===== src/rtl/stopwatch_core.sv =====
// -----------------------------------------------------------------------------
// stopwatch_core
//
// Purpose:
//   HH:MM:SS.CC stopwatch counter placed between the centisecond tick
//   generator and the 7-segment display mux. Counts up or down in packed BCD,
//   with a run/pause/clear state machine, validated parallel load, a tick
//   prescaler, a configurable hour modulus and an optional lap hold.
//
// Parameters:
//   HOUR_WRAP  hour modulus, 1..100; hours count 0..HOUR_WRAP-1
//   TICK_DIV   tick_i pulses per centisecond advance, >= 1
//
// Ports:
//   clk           system clock
//   rst_n         synchronous active-low reset
//   tick_i        single-cycle tick pulse
//   start_stop_i  pulse, toggles run/pause (starts from IDLE)
//   clear_i       pulse, zeroes the counter and returns to IDLE
//   dir_i         0 = up, 1 = down; latched when leaving IDLE
//   load_i        pulse, load load_value_i (IDLE or PAUSE only)
//   load_value_i  packed BCD, [31:28]=HOUR1 ... [3:0]=CSEG0
//   lap_i         pulse, capture/release lap hold (STOPWATCH_LAP_EN only)
//   digits_o      packed BCD display value
//   running_o     high in RUN
//   wrap_o        one-cycle pulse on up-count rollover
//   expired_o     one-cycle pulse when a down-count reaches zero
//   load_err_o    one-cycle pulse when a load is rejected
//   lap_active_o  high while a lap value is held
//
// Optional feature macro: STOPWATCH_LAP_EN (adds lap_i and the lap hold).
// -----------------------------------------------------------------------------
module stopwatch_core #(
    parameter int HOUR_WRAP = 24,
    parameter int TICK_DIV  = 1
) (
    input  logic        clk,
    input  logic        rst_n,
    input  logic        tick_i,
    input  logic        start_stop_i,
    input  logic        clear_i,
    input  logic        dir_i,
    input  logic        load_i,
    input  logic [31:0] load_value_i,
`ifdef STOPWATCH_LAP_EN
    input  logic        lap_i,
`endif
    output logic [31:0] digits_o,
    output logic        running_o,
    output logic        wrap_o,
    output logic        expired_o,
    output logic        load_err_o,
    output logic        lap_active_o
);

    localparam int              PW         = $clog2(TICK_DIV) + 1;
    localparam logic [PW-1:0]   PRESC_LAST = PW'(TICK_DIV - 1);
    localparam logic [7:0]      HOUR_MAX   = {4'((HOUR_WRAP - 1) / 10), 4'((HOUR_WRAP - 1) % 10)};
    localparam logic [7:0]      HOUR_LIMIT = 8'(HOUR_WRAP);

    typedef enum logic [1:0] {
        IDLE,
        RUN,
        PAUSE,
        EXPIRED
    } state_t;

    state_t        state, state_n;
    logic [31:0]   count, count_n;
    logic [PW-1:0] presc, presc_n;
    logic          dir_q, dir_n;
    logic          wrap_n, exp_n, err_n;
    logic [31:0]   stepped;
    logic          tick_ok;
    logic          load_ok;
`ifdef STOPWATCH_LAP_EN
    logic [31:0]   lap_q, lap_n;
    logic          hold_q, hold_n;
`endif

    // SEG1 and MIN1 are the base-6 digits; everything below hours is base 10.
    function automatic logic [3:0] digit_max(input int idx);
        return (idx == 3 || idx == 5) ? 4'd5 : 4'd9;
    endfunction

    // One centisecond step up or down. Each digit moves only when every lower
    // digit sits at its terminal value (max going up, zero going down).
    function automatic logic [31:0] step_count(input logic [31:0] v, input logic down);
        logic [31:0] r;
        logic        en;
        logic [3:0]  d;
        logic [7:0]  h;
        r  = v;
        en = 1'b1;
        for (int i = 0; i < 6; i++) begin
            d = v[4*i +: 4];
            if (en) begin
                if (down) r[4*i +: 4] = (d == 4'd0) ? digit_max(i) : d - 4'd1;
                else      r[4*i +: 4] = (d == digit_max(i)) ? 4'd0 : d + 4'd1;
            end
            en = en & (down ? (d == 4'd0) : (d == digit_max(i)));
        end
        h = v[31:24];
        if (en) begin
            if (down) begin
                if (h == 8'd0)              r[31:24] = HOUR_MAX;
                else if (h[3:0] == 4'd0)    r[31:24] = {h[7:4] - 4'd1, 4'd9};
                else                        r[31:24] = {h[7:4], h[3:0] - 4'd1};
            end else begin
                if (h == HOUR_MAX)          r[31:24] = 8'd0;
                else if (h[3:0] == 4'd9)    r[31:24] = {h[7:4] + 4'd1, 4'd0};
                else                        r[31:24] = {h[7:4], h[3:0] + 4'd1};
            end
        end
        return r;
    endfunction

    function automatic logic load_valid(input logic [31:0] v);
        logic       ok;
        logic [7:0] hours;
        ok = 1'b1;
        for (int i = 0; i < 8; i++) begin
            if (v[4*i +: 4] > 4'd9) ok = 1'b0;
        end
        if (v[15:12] > 4'd5) ok = 1'b0;
        if (v[23:20] > 4'd5) ok = 1'b0;
        hours = {4'd0, v[31:28]} * 8'd10 + {4'd0, v[27:24]};
        if (hours >= HOUR_LIMIT) ok = 1'b0;
        return ok;
    endfunction

    assign stepped = step_count(count, dir_q);
    assign load_ok = load_valid(load_value_i);

    // A tick coinciding with start/stop or clear is dropped so the state
    // change is the only thing that happens that cycle.
    assign tick_ok = (state == RUN) && tick_i && !start_stop_i && !clear_i;

    // Next-state and datapath: one control action chosen by priority
    // (clear > load > start/stop > lap), then the prescaled advance.
    always_comb begin
        state_n = state;
        count_n = count;
        presc_n = presc;
        dir_n   = dir_q;
        wrap_n  = 1'b0;
        exp_n   = 1'b0;
        err_n   = 1'b0;
`ifdef STOPWATCH_LAP_EN
        lap_n   = lap_q;
        hold_n  = hold_q;
`endif

        if (clear_i) begin
            state_n = IDLE;
            count_n = 32'd0;
            presc_n = '0;
`ifdef STOPWATCH_LAP_EN
            lap_n   = 32'd0;
            hold_n  = 1'b0;
`endif
        end else if (load_i) begin
            if (state == IDLE || state == PAUSE) begin
                if (load_ok) begin
                    count_n = load_value_i;
                    presc_n = '0;
                end else begin
                    err_n = 1'b1;
                end
            end
        end else if (start_stop_i) begin
            case (state)
                IDLE: begin
                    // Starting a down-count from zero would expire at once.
                    if (!(dir_i && count == 32'd0)) begin
                        state_n = RUN;
                        dir_n   = dir_i;
                        presc_n = '0;
                    end
                end
                RUN:     state_n = PAUSE;
                PAUSE:   state_n = RUN;
                default: state_n = state;
            endcase
`ifdef STOPWATCH_LAP_EN
        end else if (lap_i) begin
            if (hold_q) begin
                hold_n = 1'b0;
            end else if (state == RUN || state == PAUSE) begin
                lap_n  = count;
                hold_n = 1'b1;
            end
`endif
        end

        if (tick_ok) begin
            if (presc == PRESC_LAST) begin
                presc_n = '0;
                count_n = stepped;
                if (stepped == 32'd0) begin
                    if (dir_q) begin
                        state_n = EXPIRED;
                        exp_n   = 1'b1;
                    end else begin
                        wrap_n  = 1'b1;
                    end
                end
            end else begin
                presc_n = presc + 1'b1;
            end
        end
    end

    always_ff @(posedge clk) begin
        if (!rst_n) begin
            state      <= IDLE;
            count      <= 32'd0;
            presc      <= '0;
            dir_q      <= 1'b0;
            wrap_o     <= 1'b0;
            expired_o  <= 1'b0;
            load_err_o <= 1'b0;
`ifdef STOPWATCH_LAP_EN
            lap_q      <= 32'd0;
            hold_q     <= 1'b0;
`endif
        end else begin
            state      <= state_n;
            count      <= count_n;
            presc      <= presc_n;
            dir_q      <= dir_n;
            wrap_o     <= wrap_n;
            expired_o  <= exp_n;
            load_err_o <= err_n;
`ifdef STOPWATCH_LAP_EN
            lap_q      <= lap_n;
            hold_q     <= hold_n;
`endif
        end
    end

    assign running_o = (state == RUN);

`ifdef STOPWATCH_LAP_EN
    assign digits_o     = hold_q ? lap_q : count;
    assign lap_active_o = hold_q;
`else
    assign digits_o     = count;
    assign lap_active_o = 1'b0;
`endif

endmodule


===== config.mk =====
export PLATFORM = sky130hd
export DESIGN_NAME = stopwatch_core
export DESIGN_NICKNAME = d
export VERILOG_FILES = /design/src/rtl/stopwatch_core.sv
export SDC_FILE = /design/constraint.sdc
export NUM_CORES = 1
export LEC_CHECK = 0
export CAP_MARGIN = 40
export CORE_MARGIN = 10
export CORE_UTILIZATION = 40
export DETAILED_ROUTE_END_ITERATION = 7
export GPL_ROUTABILITY_DRIVEN = 0
export PLACE_DENSITY = 0.73
export SYNTH_ARGS = -nofsm -noshare
export SYNTH_HDL_FRONTEND = slang
export SYNTH_SLANG_ARGS = --single-unit
export TNS_END_PERCENT = 100

===== constraint.sdc =====
create_clock -name clk -period 4.36 [get_ports clk]
set_input_delay 1.09 -clock clk [delete_from_list [all_inputs] [get_ports clk]]
set_output_delay 1.09 -clock clk [all_outputs]
set_load 0.05 [all_outputs]

==> results of run 1 <==
-- logic make-up after synthesis --
family	after synthesis	synth area share
adders and majority gates	15	0.0487
DFF	38	0.183
xor gates and xnor gates	13	0.0274
muxes	20	0.0520
buffers and inverters	71	0.0709
and+or+nand+nor	239	0.304
AOI/OAI and AO/OA	191	0.314
other	1	0.000901
-- power groups by stage --
stage          logic (mW)  clock network, mW  registers [mW]
6_report            0.325              0.270           0.400
3_3_place_gp        0.310                  0           0.405
4_1_cts             0.320              0.273           0.398
2_1_floorplan       0.184                  0           0.419
3_5_place_dp        0.318                  0           0.406
5_1_grt             0.350              0.287           0.404
-- final cells by class --
class,instances,area (um^2)
flip-flops and latches,38,762
inverters,13,48.8
multi-input cells,479,3120
repair buffers,93,908
clock inverters,2,12.5
fillers,1006,5130
well taps,136,170
clock buffers,6,82.6
-- state kept, by name, summed over array words and instances (netlist names) --
signal and cells:
state 2, dir_q 1, load_err_o 1, wrap_o 1, digits_o 32, expired_o 1
-- stage by stage --
step	instances	setup TNS (ns)	setup WS [ns]	hold WS (ns)	util
6_report	767	0	0.278	0.567	0.499
5_1_grt	767	0	0.0165	0.617	0.499
4_1_cts	767	0	0.192	0.560	0.498
3_5_place_dp	759	-0.582	-0.111	0.549	0.489
3_3_place_gp	759	0	0.0868	0.531	0.489
2_1_floorplan	588	0	0.642	0.511	-
-- synthesized netlist by cell type (6+ instances only) --
| cell | n | area share |
|---|---|---|
| nand2b_1 | 12 | 0.018 |
| a211oi_1 | 8 | 0.014 |
| nand2_1 | 50 | 0.045 |
| nand4_1 | 10 | 0.015 |
| ha_1 | 13 | 0.039 |
| nand3_1 | 13 | 0.016 |
| nand3b_1 | 7 | 0.013 |
| nor2_1 | 55 | 0.050 |
| or3_1 | 10 | 0.015 |
| o2bb2ai_1 | 12 | 0.025 |
| a21boi_0 | 9 | 0.016 |
| a22oi_1 | 6 | 0.011 |
| o22ai_1 | 12 | 0.018 |
| nor3_1 | 24 | 0.029 |
| and3b_1 | 6 | 0.013 |
| buf_2 | 11 | 0.013 |
| a21oi_1 | 34 | 0.041 |
| clkbuf_1 | 39 | 0.035 |
| o21ai_0 | 41 | 0.049 |
| xnor2_1 | 10 | 0.021 |
| nor2b_1 | 12 | 0.018 |
| a31oi_1 | 10 | 0.015 |
| nor4_1 | 8 | 0.012 |
| dfxtp_1 | 38 | 0.18 |
| and2_1 | 6 | 0.0090 |
| mux2i_1 | 16 | 0.038 |
| inv_1 | 13 | 0.012 |
-- per-layer routing --
layer / part of all wire / vias up
met3: 0.091 / 28
met1: 0.42 / 2260
met5: 0 / -
met2: 0.46 / 225
li1: - / 2278
met4: 0.026 / 0
-- final timing paths --
| kind | cells after the start | to | slack (ns) |
|---|---|---|---|
| max | 12 | digits_o[3] | 0.28 |
| min | 2 | state[0] | 0.57 |
| max reg2reg | 8 | state[1] | 0.81 |
| min reg2reg | 2 | state[0] | 0.57 |
-- critical path: cells and delay by family --
family          cells  cell delay, ns
fa+ha+maj           3            1.05
simple gates        4            0.81
compound gates      3            0.72
buf+inv             2            0.64
==> out/qor.csv, run 1 <==
metric,value,unit
library cells used by synthesis,77,
residual antenna-violating net count after detailed routing,0,
cell row count,37,
hold violation total from the final report,0,
result of the run,finished clean,
Std-Cell Core Area,0.0102,mm^2
crit path max fanout,18,
number of setup buffers added after CTS,0,
normalized max-slew margin,0.540,
via count,4791,
height of the chip,122,um
Max Root-Sink Buffers,2,
max frequency,245,MHz
post-synthesis instance area,0.00416,mm^2
Pint,0.628,mW
number of instances resized during post-cts repair,0,
post-synthesis sequential area ratio,0.183,
final setup violating endpoints,0,
Die W,122,um
grt peak-use layer,met2,
Die Footprint,0.0149,mm^2
sinks on the clock net,38,
synthesized area per cell,7.08,um^2
first-pass iteration count of the detailed router,7,
met1 routing resource usage after global routing,0.235,
CTS H-Tree Depth,2,
count of hold-fix buffers inserted at cts,0,
total clock buffers created by CTS,5,
fin crit share,0.936,
"Slew Viols, Final",0,
post-synthesis net count,642,
maximum number of pins on one net before global-route repair,36,
share of async-settable or async-resettable flops after synthesis,0,
global-route wire length before repair,22700,um
met3 usage,0.0435,
initial core utilization,0.407,
clock share of power,0.272,
critical-path cell with the highest stage delay,fa_1,
overall fraction of global-route tracks in use,0.184,
data required time at the worst endpoint,4.59,ns
number of synthesized register bits,38,
later-pin clock latency in the skew report,0.31,ns
worst min-delay path category,reg -> reg,
via count of the first global-routing pass,4517,
diodes inserted,0,
pwr dens,195,mW/mm^2
global routing met2 resource utilization,0.292,
Switch Pwr,0.367,mW
residual overflow from global routing,0,
average wire per standard cell,18.5,um
Crit Reg-Reg Startpoint,dir_q,
final standard cell area without fillers,0.00510,mm^2
post-detailed-placement half-perimeter wirelength,10500,um
prevailing post-synth register cell,dfxtp_1,
Layout Skew,0.00597,ns
"most common cell after layout, fill and taps aside",clkdlybuf4s50_1,
"sum of internal, switching and leakage power",0.995,mW
post-detailed-route via-to-cell ratio,6.25,
"leading cell types in the layout, fill and taps excluded","clkdlybuf4s50_1 (74), nor2_1 (55), nand2_1 (50), o21ai_0 (41), dfxtp_1 (37)",
wire length reported by the detailed router,14200,um
sequential share of power,0.402,
RSZ-0062 raised after global routing,no,
number of flops mapped to enable cells by yosys,0,
signal arrival time at the worst endpoint,4.32,ns
number of I/O pins,76,
crit path from,load_value_i[29],
maximum ir drop on the vdd rail,106,uV
nature of the critical path startpoint,input pin,
switching share of power,0.369,
number of antenna violations at the first check in global routing,0,
max-cap violation count,0,
critical path class,in -> reg,
number of I/O port buffers,74,
min cycle time layout,4.08,ns
Synth Instances,588,
Syn. warnings,0,
start point of the worst hold path,state[1],
area growth from synthesis to final layout,22.6,%
standby leakage power,1.70,nW
number of violations reported at the end of detailed-routing iteration 0,492,
clock tree from TritonCTS,yes,
standard cell area after detailed placement,0.00500,mm^2
number of nets in the finished design,684,
post-detailed-route DRC marker count,0,
measured slew at the worst slew-check pin,0.690,ns
clock tree root buffer cell,clkbuf_8,
ordered list of cells on the worst path,"clkdlybuf4s50_1, ha_1, ha_1, fa_1, nand3b_1, nor4_1, a21oi_1, a2111oi_2, nor3_2, buf_4, or3_1, a21boi_0",
most frequent cell on the critical path,ha_1,
Slowest Stage Delay on Critical Path,0.51,ns
clock slew at the register clock pins of the worst setup and hold paths,0.08,ns
combinational share of power,0.327,
capturing element type of the critical path,flop,
fraction of final layout cells with drive strength greater than 1,0.0729,
Power figures use the tool's default switching activity.
==> inputs of run 2 (changes only) <==
- ABC_AREA: default -> 1
==> run 2 against run 1 <==
  * Highest routed layer unchanged
  * Final cell count up 18%
  * Die area down 3.9%
  * Core utilization up 0.76 points
  * Register-to-register slack better by 1.0 ns
  * Maximum frequency up 6.8%
  * Design area down 3.5%
  * Largest power group unchanged
  * Total power up 11%
  * Combinational power up 20%
  * Sequential cell count unchanged
  * Critical endpoint is now digits_o[27]
  * Clock skew up 0.0038 ns
  * Critical path type unchanged
  * Sequential power about the same
  * Non-clock buffer count down 12
  * Largest cell class unchanged
==> out/qor.csv, run 2 <==
metric,value,unit,change
data required time at the worst endpoint,4.58,ns,was 4.59 ns
number of setup buffers added after CTS,0,,unchanged
Syn. warnings,0,,unchanged
clock slew at the register clock pins of the worst setup and hold paths,0.09,ns,was 0.08 ns
global-route wire length before repair,21500,um,was 22700 um
min cycle time layout,3.82,ns,was 4.08 ns
diodes inserted,0,,unchanged
maximum ir drop on the vdd rail,136,uV,was 106 uV
Std-Cell Core Area,0.00973,mm^2,was 0.0102 mm^2
CTS H-Tree Depth,2,,unchanged
post-synthesis cell type with the largest combined area,nand2_1,,was dfxtp_1
average wire per standard cell,14.4,um,was 18.5 um
clock tree from TritonCTS,yes,,unchanged
wire length reported by the detailed router,13000,um,was 14200 um
area growth from synthesis to final layout,24.0,%,was 22.6%
post-detailed-route DRC marker count,0,,unchanged
worst min-delay path category,reg -> reg,,unchanged
"sum of internal, switching and leakage power",1.10,mW,was 0.995 mW
height of the chip,120,um,was 122 um
fin crit share,0.876,,was 0.936
normalized max-slew margin,0.617,,was 0.540
max frequency,262,MHz,was 245 MHz
"most common cell after layout, fill and taps aside",nand2_1,,was clkdlybuf4s50_1
post-detailed-route via-to-cell ratio,5.38,,was 6.25
post-detailed-placement half-perimeter wirelength,10000,um,was 10500 um
"Slew Viols, Final",0,,unchanged
Die Footprint,0.0143,mm^2,was 0.0149 mm^2
number of violations reported at the end of detailed-routing iteration 0,446,,was 492
share of async-settable or async-resettable flops after synthesis,0,,unchanged
clock tree root buffer cell,clkbuf_8,,unchanged
post-layout instance count excluding filler cells,905,,was 767
number of synthesized register bits,38,,unchanged
synthesized area per cell,5.59,um^2,was 7.08 um^2
residual overflow from global routing,0,,unchanged
global routing met2 resource utilization,0.280,,was 0.292
hold violation total from the final report,0,,unchanged
Max Root-Sink Buffers,2,,unchanged
post-synthesis net count,764,,was 642
signal arrival time at the worst endpoint,4.04,ns,was 4.32 ns
critical path class,in -> reg,,unchanged
max FFs per register,32,,unchanged
met3 usage,0.0314,,was 0.0435
result of the run,finished clean,,unchanged
post-synthesis instance area,0.00397,mm^2,was 0.00416 mm^2
met1 routing resource usage after global routing,0.232,,was 0.235
worst slack on hold paths,0.571,ns,was 0.567 ns
later-pin clock latency in the skew report,0.30,ns,was 0.31 ns
measured slew at the worst slew-check pin,0.573,ns,was 0.690 ns
most common cell in the netlist,nand2_1,,was nor2_1
initial core utilization,0.408,,was 0.407
Crit Reg-Reg Startpoint,dir_q,,unchanged
proportion of netlist area held by the largest area contributor,0.202,,was 0.183
start point of the worst hold path,state[1],,unchanged
standby leakage power,2.28,nW,was 1.70 nW
post-layout util,0.506,,was 0.499
number of instances resized during post-cts repair,0,,unchanged
Synth Instances,710,,was 588
number of I/O port buffers,74,,unchanged
final setup violating endpoints,0,,unchanged
"leading cell types in the layout, fill and taps excluded","nand2_1 (214), o21ai_0 (88), nor2_1 (81), clkdlybuf4s50_1 (74), inv_1 (71)",,"was clkdlybuf4s50_1 (74), nor2_1 (55), nand2_1 (50), o21ai_0 (41), dfxtp_1 (37)"
number of I/O pins,76,,unchanged
cell types occupying the most area after synthesis,"nand2_1 (20%), dfxtp_1 (19%), o21ai_0 (11%)",,"was dfxtp_1 (18%), nor2_1 (5.0%), o21ai_0 (4.9%)"
Layout Skew,0.00982,ns,was 0.00597 ns
Die W,120,um,was 122 um
number of antenna violations at the first check in global routing,0,,unchanged
capturing element type of the critical path,flop,,unchanged
DP Cell Count,897,,was 759
crit path max fanout,31,,was 18
total clock buffers created by CTS,5,,unchanged
RSZ-0062 raised after global routing,no,,unchanged
via count of the first global-routing pass,4446,,was 4517
crit path from,load_value_i[29],,unchanged
max-cap violation count,0,,unchanged
pwr dens,224,mW/mm^2,was 195 mW/mm^2
most frequent cells after synthesis,"nand2_1 (214), o21ai_0 (88), nor2_1 (82)",,"was nor2_1 (55), nand2_1 (50), o21ai_0 (41)"
overall fraction of global-route tracks in use,0.173,,was 0.184
post-synthesis sequential area ratio,0.192,,was 0.183
Setup TNS Final,0,ns,unchanged
sinks on the clock net,38,,unchanged
library cells used by synthesis,44,,was 77
number of flops mapped to enable cells by yosys,0,,unchanged
number of nets in the finished design,825,,was 684
fraction of final layout cells with drive strength greater than 1,0.0596,,was 0.0729
via count,4869,,was 4791
residual antenna-violating net count after detailed routing,0,,unchanged
cell row count,36,,was 37
nature of the critical path startpoint,input pin,,unchanged
maximum number of pins on one net before global-route repair,32,,was 36
grt peak-use layer,met2,,unchanged
count of hold-fix buffers inserted at cts,0,,unchanged
first-pass iteration count of the detailed router,6,,was 7
prevailing post-synth register cell,dfxtp_1,,unchanged
run 2: cell types whose count changed after synthesis, moves of 23 or more:
cell | before | now
nor2_1 | 55 | 82
nand2_1 | 50 | 214
o21ai_0 | 41 | 88
inv_1 | 13 | 71
nand3_1 | 13 | 47
clkbuf_1 | 39 | 16
run 2: cell type report:
| type | count | area (um^2) |
|---|---|---|
| repair buffers | 81 | 793 |
| flip-flops and latches | 38 | 761 |
| well taps | 133 | 166 |
| clock inverters | 3 | 45.0 |
| clock buffers | 5 | 68.8 |
| fillers | 1008 | 4800 |
| inverters | 82 | 308 |
| multi-input cells | 563 | 2780 |
run 2: worst max-delay path: stages:
cell,delay [ns]
clkdlybuf4s50_1,0.53
ha_1,0.36
ha_1,0.20
fa_1,0.38
xnor2_1,0.19
a21oi_1,0.09
nor3_1,0.35
nand3b_1,0.14
nand2_1,0.10
buf_4,0.31
o21ai_0,0.14
a21oi_1,0.14
run 2: through the flow:
step                      setup WS [ns]  cell area (um^2)
after floorplan                    1.06              3970
after global placement            0.417              4810
after detailed placement          0.309              4810
after CTS                         0.615              4930
after global routing              0.339              4930
final                             0.540              4930
run 2: worst paths after layout:
check	end	slack, ns	depth (start not counted)
setup reg to reg	state[1]	1.83	12
hold / removal	state[0]	0.57	2
hold reg to reg	state[0]	0.57	2
setup / recovery	digits_o[27]	0.54	12
run 2: routing by layer:
metal  share of wire  vias up
met2            0.45      209
met1            0.46     2217
met5               0        -
li1                -     2433
met3           0.080       10
met4          0.0091        0
run 2: where the power goes:
part           internal (mW)  switching, mW
clock                  0.170          0.144
combinational          0.142          0.248
sequential             0.364         0.0339
total                  0.676          0.426
run 2: logic make-up after synthesis:
group	share of synthesized area
compound gates	0.198
xor+xnor	0.0265
fa+ha+maj	0.0510
buf+inv	0.108
flops	0.192
other cells	0.000944
simple gates	0.423
==> inputs of run 3 (changes only) <==
- CTS_BUF_LIST: default -> sky130_fd_sc_hd__clkbuf_8
==> results of run 3 <==
Same layout as run 2: the final DEF is identical, and so are final timing and power.
